### src/rtl/serial_tx.sv
// Transmit half of the 8051 serial port (modes 1, 2, 3): serialises SBUF writes onto TXD
// and raises TI on entry to the stop bit.
module serial_tx #(
    parameter int M2_DIV = 64,
    parameter int T_DIV  = 32
) (
    input  logic       clk,
    input  logic       rst_n,
    input  logic       t_o,
    input  logic [1:0] sm,
    input  logic       smod,
    input  logic       tb8,
    input  logic       sbuf_wr,
    input  logic [7:0] sbuf_wdata,
    input  logic       clr_ti,
    output logic       txd,
    output logic       ti,
    output logic       tx_busy
);

    localparam int MAX_DIV = (M2_DIV > T_DIV) ? M2_DIV : T_DIV;
    localparam int PW      = $clog2(MAX_DIV + 1);

    typedef enum logic [2:0] {
        S_IDLE,
        S_START,
        S_DATA,
        S_BIT9,
        S_STOP
    } state_e;

    state_e          state_q;
    logic [7:0]      data_q;
    logic            tb8_q;
    logic            nine_q;
    logic            clk_baud_q;
    logic            smod_q;
    logic [PW-1:0]   presc_q;
    logic [PW-1:0]   presc_d;
    logic [2:0]      idx_q;
    logic            txd_q;
    logic            ti_q;
    logic            busy_q;

    logic            baud_ev;
    logic            tick;
    logic            accept;
    logic            ti_set;
    logic [PW-1:0]   limit;
    logic [2:0]      idx_nxt;

    // NOTE: every signal driven here gets a default first so no path can infer a latch.
    always_comb begin
        limit   = '0;
        presc_d = presc_q;
        if (clk_baud_q) begin
            limit = smod_q ? PW'(M2_DIV / 2) : PW'(M2_DIV);
        end else begin
            limit = smod_q ? PW'(T_DIV / 2) : PW'(T_DIV);
        end

        // The bit clock only runs during a frame, so t_o while idle is ignored.
        baud_ev = (state_q != S_IDLE) && (clk_baud_q || t_o);
        tick    = baud_ev && (presc_q == limit - PW'(1));
        if (baud_ev) begin
            presc_d = tick ? '0 : presc_q + PW'(1);
        end

        idx_nxt = idx_q + 3'd1;
        ti_set  = tick && (((state_q == S_DATA) && (idx_q == 3'd7) && !nine_q) ||
                           (state_q == S_BIT9));
        // A new byte may start on the very tick that ends the stop bit.
        accept  = sbuf_wr && (sm != 2'd0) &&
                  ((state_q == S_IDLE) || ((state_q == S_STOP) && tick));
    end

    // NOTE: sequential state uses non-blocking assignments so all registers update together.
    always_ff @(posedge clk or negedge rst_n) begin
        if (!rst_n) begin
            state_q    <= S_IDLE;
            data_q     <= '0;
            tb8_q      <= 1'b0;
            nine_q     <= 1'b0;
            clk_baud_q <= 1'b0;
            smod_q     <= 1'b0;
            presc_q    <= '0;
            idx_q      <= '0;
            txd_q      <= 1'b1;
            ti_q       <= 1'b0;
            busy_q     <= 1'b0;
        end else begin
            if (ti_set) begin
                ti_q <= 1'b1;
            end else if (clr_ti) begin
                ti_q <= 1'b0;
            end

            if (accept) begin
                data_q     <= sbuf_wdata;
                tb8_q      <= tb8;
                nine_q     <= sm[1];
                clk_baud_q <= (sm == 2'd2);
                smod_q     <= smod;
                presc_q    <= '0;
                idx_q      <= '0;
                state_q    <= S_START;
                txd_q      <= 1'b0;
                busy_q     <= 1'b1;
            end else begin
                presc_q <= presc_d;
                case (state_q)
                    S_IDLE: begin
                        txd_q  <= 1'b1;
                        busy_q <= 1'b0;
                    end
                    S_START: begin
                        if (tick) begin
                            state_q <= S_DATA;
                            idx_q   <= '0;
                            txd_q   <= data_q[0];
                        end
                    end
                    S_DATA: begin
                        if (tick) begin
                            if (idx_q == 3'd7) begin
                                state_q <= nine_q ? S_BIT9 : S_STOP;
                                txd_q   <= nine_q ? tb8_q : 1'b1;
                            end else begin
                                idx_q <= idx_nxt;
                                txd_q <= data_q[idx_nxt];
                            end
                        end
                    end
                    S_BIT9: begin
                        if (tick) begin
                            state_q <= S_STOP;
                            txd_q   <= 1'b1;
                        end
                    end
                    S_STOP: begin
                        if (tick) begin
                            state_q <= S_IDLE;
                            txd_q   <= 1'b1;
                            busy_q  <= 1'b0;
                        end
                    end
                    default: begin
                        state_q <= S_IDLE;
                        txd_q   <= 1'b1;
                        busy_q  <= 1'b0;
                    end
                endcase
            end
        end
    end

    assign txd     = txd_q;
    assign ti      = ti_q;
    assign tx_busy = busy_q;

endmodule

### config.mk
export PLATFORM = sky130hd
export DESIGN_NAME = serial_tx
export DESIGN_NICKNAME = d
export VERILOG_FILES = /design/src/rtl/serial_tx.sv
export SDC_FILE = /design/constraint.sdc
export NUM_CORES = 1
export LEC_CHECK = 0
export CORE_MARGIN = 3
export CORE_UTILIZATION = 45
export CTS_BUF_LIST = sky130_fd_sc_hd__clkbuf_8
export CTS_CLUSTER_SIZE = 40
export DETAILED_ROUTE_END_ITERATION = 10
export DONT_BUFFER_PORTS = 1
export GPL_TIMING_DRIVEN = 1
export PLACE_DENSITY = 0.58
export SLEW_MARGIN = 20
export SYNTH_ARGS = -nofsm -noshare
export SYNTH_HDL_FRONTEND = slang
export SYNTH_SLANG_ARGS = --single-unit
### constraint.sdc
create_clock -name clk -period 2.64 [get_ports clk]
set_input_delay 0.528 -clock clk [delete_from_list [all_inputs] [get_ports clk]]
set_output_delay 0.528 -clock clk [all_outputs]
set_load 0.005 [all_outputs]
Yosys cells after proc, flatten, opt, wreduce, memory -nomap -nowiden
Index checks and enable logic that the tools add are counted.
{"block": "op_classes", "addsub": 3, "multipliers": 0, "div": 0, "n_lt_le_gt_ge": 1, "n_eq_ne": 16, "n_shift": 0, "n_mux": 32, "bitwise": 0, "n_reduce_logical": 24}
{"operator": "2-to-1 mux 7 bit", "count": 5}
{"operator": "2-to-1 mux 3 bit", "count": 10}
{"operator": "!= test 3 bit (second input constant)", "count": 5}
{"operator": "one-hot mux 3 bit (5 select lines)", "count": 1}
{"operator": "2-to-1 mux 1 bit", "count": 11}
{"operator": "logical AND 1 bit", "count": 8}
{"operator": "adder 7 x 1 -> 7 bit (second input constant)", "count": 1}
{"operator": "equality test 7 bit", "count": 1}
{"operator": "subtractor 7 x 1 -> 7 bit (second input constant)", "count": 1}
{"operator": "equality test 3 x 2 -> 1 bit (second input constant)", "count": 2}
{"operator": "equality test 3 bit (second input constant)", "count": 2}
{"operator": "2-to-1 mux 6 bit", "count": 1}
{"operator": "one-hot mux 3 bit (2 select lines)", "count": 1}
{"operator": "AND reduction 6 bit", "count": 1}
{"operator": "nonzero test 2 bit", "count": 3}
{"operator": "nonzero test 3 bit", "count": 2}
{"operator": "< comparator 3 x 4 -> 1 bit (second input constant)", "count": 1}
{"operator": "AND reduction 4 bit", "count": 1}
{"operator": "adder 3 x 1 -> 3 bit (second input constant)", "count": 1}
{"operator": "binary-select mux 1 bit (select 3 bit)", "count": 1}
{"operator": "equality test 3 x 1 -> 1 bit (second input constant)", "count": 1}
{"operator": "logical NOT 3 bit", "count": 1}
{"operator": "logical OR 1 bit", "count": 3}
{"operator": "!= test 3 x 1 -> 1 bit (second input constant)", "count": 1}
{"operator": "11 further kinds", "count": 11}
{"block": "totals", "regBits": 28, "latch_bits": 0, "ram_bits": 0, "rom_bits": 0, "in_bits": 17, "mem_count": 0}

Depth between registers and ports, before layout
{"block": "logic_depth", "ltp_word": 10, "mapped_depth": 8, "mapped_depth_nobuf": 6}

Least setup slack after synthesis
No wires, ideal clock.
{"block": "synth_path", "kind": "flip-flop to flip-flop", "start": "reg clk_baud_q", "end": "reg idx_q[1]", "setup_ns": 0.122, "arrival_ns": 2.042, "required_ns": 2.518, "path_slack_ns": 0.477, "path_stages_with_launch": 7, "synth_period_minus_slack_ns": 2.163, "path_cell_list": "dfrtp_1 > nor4b_1 > a311oi_1 > or4_1 > buf_2 > or3_4 > a32o_1"}
{"block": "synth_between", "elab_chain_cells": 9, "word_cells_on_any_way": 15, "classes_between": "add/sub: 1; eq/ne: 4; mux: 2; reduce/logical: 8"}
{"item": "from (decl)", "line_no": "36", "text": "logic clk_baud_q;"}
{"item": "from (signal assigned)", "line_no": "102", "text": "clk_baud_q <= (sm == 2'd2);"}
{"item": "2-to-1 mux 7 bit", "line_no": "56", "text": "if (clk_baud_q) begin"}
{"item": "subtractor 7 x 1 -> 7 bit", "line_no": "64", "text": "tick = baud_ev && (presc_q == limit - PW'(1));"}
{"item": "equality test 7 bit", "line_no": "64"}
{"item": "logical AND 1 bit *", "line_no": "64"}
{"item": "logical AND 1 bit", "line_no": "74", "text": "((state_q == S_IDLE) || ((state_q == S_STOP) && tick));"}
{"item": "logical OR 1 bit", "line_no": "74"}
{"item": "logical AND 1 bit", "line_no": "73", "text": "accept = sbuf_wr && (sm != 2'd0) &&"}
{"item": "!= test 3 bit (no source line) or nonzero test 3 bit (tied branches)"}
{"item": "AND reduction 4 bit (no source line)"}
{"item": "to (signal assigned)", "line_no": "129", "text": "idx_q <= idx_nxt;"}
{"item": "to (decl)", "line_no": "40", "text": "logic [2:0] idx_q;"}
Mark *: on every way between the ends. The rest lies on a longest branch, timed or not.
A chain may end at the register's enable or synchronous reset.

Worst setup path after layout
{"block": "layout_path", "start": "reg clk_baud_q", "end": "reg data_q[6]"}
{"block": "layout_between", "elab_chain_cells": 7, "word_cells_on_any_way": 9, "classes_between": "add/sub: 1; eq/ne: 1; mux: 1; reduce/logical: 6"}
{"item": "2-to-1 mux 7 bit", "line_no": "56"}
{"item": "subtractor 7 x 1 -> 7 bit", "line_no": "64"}
{"item": "equality test 7 bit", "line_no": "64"}
{"item": "logical AND 1 bit *", "line_no": "64"}
{"item": "logical AND 1 bit *", "line_no": "74"}
{"item": "logical OR 1 bit *", "line_no": "74"}
{"item": "logical AND 1 bit *", "line_no": "73"}
{"item": "to (signal assigned)", "line_no": "99", "text": "data_q <= sbuf_wdata;"}
{"item": "to (decl)", "line_no": "33", "text": "logic [7:0] data_q;"}
Marked as above.

==> impl_metrics.env <==
export IMPL_status="finished clean"
export IMPL_hpwl_um=2170
export IMPL_core_area_um2=3150
export IMPL_mostFrequentLayoutCells="27 x dfrtp_1, 12 x nor2_1, 10 x nand2_1"
export IMPL_fin_area_um2=1660
export IMPL_synth_cell_types=47
export IMPL_synthArstFlopShare_pct=100
export IMPL_clk_latency_ns=0.27
export IMPL_slew_headroom_pct=70.4
export IMPL_leakage_nw=0.699
export IMPL_cap_violations=0
export IMPL_power_density_nw_per_um2=655
export IMPL_fmax_ghz=0.403
export IMPL_grt_pass1_wl_um=5310
export IMPL_ioPinCount=20
export IMPL_wl_um=2930
export IMPL_routedWlPerCell_um=15.6
export IMPL_timing_final_hold_violations=0
export IMPL_grt_total_usage_pct=16.0
export IMPL_cts_path_max_buffers=2
export IMPL_nets=165
export IMPL_die_area_um2=4150
export IMPL_worst_slew_pin_slew_ns=0.444
export IMPL_dr_pass1_iters=4
export IMPL_drtAntennaViolNets=0
export IMPL_cts_tree="yes"
export IMPL_peakVddDrop_uv=299
export IMPL_die_w_um=64.4
export IMPL_syn_area_um2=1530
export IMPL_routabilityCongestion=0.801
export IMPL_synth_seq_cells=28
export IMPL_routed_via_density=5.80
export IMPL_clockRootBuffer="clkbuf_8"
export IMPL_h_tree_depth=1
export IMPL_fp_row_count=20
export IMPL_hold_class="input port to asynchronous set/reset pin"
export IMPL_setup_tns_final_ns=0
export IMPL_vias=1091
export IMPL_grt_start_max_net_pins=28
export IMPL_place_area_um2=1580
export IMPL_path_class="flop to flop"
export IMPL_remaining_drc_errors=0
export IMPL_fin_crit_sh_pct=94.0
export IMPL_die_h_um=64.4
export IMPL_drt_initial_drc_count=67
export IMPL_fin_cells=188
export IMPL_synth_ff_type="dfrtp_1"
export IMPL_finalMaxSlewViolations=0
export IMPL_synth_seq_area_share_pct=45.8
export IMPL_overflow=0
export IMPL_fill_cells=304
export IMPL_final_util_pct=52.7
export IMPL_setup_viol=0
export IMPL_cp_start_kind="flop"
export IMPL_layout_drive_gt1_share_pct=16.0
export IMPL_end_kind="flop"
export IMPL_clk_pin_slew_ns=0.10
export IMPL_critical_path_arrival_ns=2.64
export IMPL_total_power_mw=1.09
export IMPL_cts_sinks=28
export IMPL_period_minus_slack_ns=2.48
export IMPL_cp_required_ns=2.80
export IMPL_synth_edf_count=0
export IMPL_cts_setup_buffers=0
export IMPL_syn_area_per_cell_um2=10.8
export IMPL_syn_inst=142
export IMPL_antenna_found_initial=0
export IMPL_clock_skew_ns=0.00207
export IMPL_numCtsBuffers=3
export IMPL_crit_fanout=12
export IMPL_final_common_cell="dfrtp_1"
export IMPL_grt_pass1_vias=1131
export IMPL_ys_warn_count=0
export IMPL_initial_utilization_pct=48.7
export IMPL_area_delta_synth_final_pct=8.40
export IMPL_diodes=0
export IMPL_place_inst=183
export IMPL_place_ws_ns=0.179
export IMPL_rsz0062_at_grt="no"
export IMPL_synth_nets=162
export IMPL_portBuffers=0
export IMPL_holdWs_ns=0.0619
export IMPL_finalWorstSetupSlack_ns=0.159
[Yosys cell counts, types with 2 or more instances]
library cell	n	area share (%)
a31o_1	2	1.1
a21o_1	3	1.5
dfrtp_1	27	44
nand3_1	5	1.6
nor2_1	12	2.9
inv_1	4	0.98
nor4_1	2	0.82
mux2_1	6	4.4
nor4b_1	2	1.1
a21oi_1	7	2.3
a32o_1	3	2.0
xnor2_1	4	2.3
mux2_4	6	5.9
a211oi_1	2	0.98
nand2b_1	3	1.2
o21ai_1	2	0.65
o2111ai_1	2	1.1
mux2i_1	3	2.0
nor2b_1	2	0.82
ha_1	3	2.4
nand2_1	10	2.4
nand3b_1	2	0.98
buf_2	3	0.98
xor2_1	2	1.1
clkbuf_1	3	0.73
[where the power goes]
group	internal [mW]	total, mW	switching, mW
clock	0.133	0.264	0.131
sequential	0.509	0.575	0.0664
combinational	0.132	0.250	0.118
[flip-flops by register name (all words and copies together) (netlist names)]
register	cells
data_q	8
clk_baud_q	1
state_q	3
idx_q	3
tx_busy	1
ti	1
presc_q	7
txd	1
smod_q	1
nine_q	1
tb8_q	1
[final timing paths]
kind	from	endpoint	slack (ns)	cells past startpoint
max in group asynchronous	rst_n	presc_q[3]$_DFFE_PN0P_	2.43	1
setup reg to reg	clk_baud_q$_DFFE_PN0N_	data_q[6]$_DFFE_PN0N_	0.16	5
min in group clk	smod	smod_q$_DFFE_PN0N_	0.39	1
setup / recovery	clk_baud_q$_DFFE_PN0N_	data_q[6]$_DFFE_PN0N_	0.16	5
hold reg to reg	data_q[3]$_DFFE_PN0N_	data_q[3]$_DFFE_PN0N_	0.49	1
hold / removal	rst_n	ti$_DFFE_PN0P_	0.06	1
[logic make-up (layout without fill, tap and decap cells)]
| group | Yosys count | in the layout | synth area share, % |
|---|---|---|---|
| flip-flops | 28 | 28 | 45.8 |
| XOR/XNOR | 6 | 6 | 3.43 |
| AO/OA/AOI/OAI | 33 | 33 | 16.6 |
| buffers and inverters | 11 | 13 | 3.43 |
| multiplexers | 16 | 16 | 13.0 |
| AND/OR/NAND/NOR | 44 | 44 | 14.8 |
| adder cells (fa/ha/maj) | 4 | 4 | 3.10 |
[metal layers]
| metal | part of all wire, % | GRT usage, % | vias to the layer above | wire length, um |
|---|---|---|---|---|
| li1 | - | - | 521 | - |
| met1 | 50 | 22.9 | 533 | 1460 |
| met2 | 44 | 25.0 | 35 | 1280 |
| met3 | 6.1 | 3.87 | 2 | 180 |
| met4 | 0.38 | 2.37 | 0 | 11 |
| met5 | 0 | 0 | - | 0 |
[area by class of cell]
type / instances / area, um2 / area share, %
repair buffers: 5 / 50.0 / 3.01
multi-input cells: 103 / 786 / 47.3
clock buffers: 4 / 55.1 / 3.31
inverters: 4 / 15.0 / 0.903
well taps: 44 / 55.1 / 3.31
flip-flops and latches: 28 / 702 / 42.2
[what timing repair did]
item,4_1_cts,5_1_grt
hold buffers,1,0
hold endpoints to repair,27,0
resized for setup,0,1
setup endpoints to repair,0,1
[worst max-delay path, cell delays in order (launching register included)]
cell and delay [ns]:
dfrtp_1 0.46, nor4b_1 0.33, a311oi_1 0.07, or4_1 0.74, a21o_1 0.42, mux2_4 0.35
Note: power is estimated with default switching activity, not from simulation.
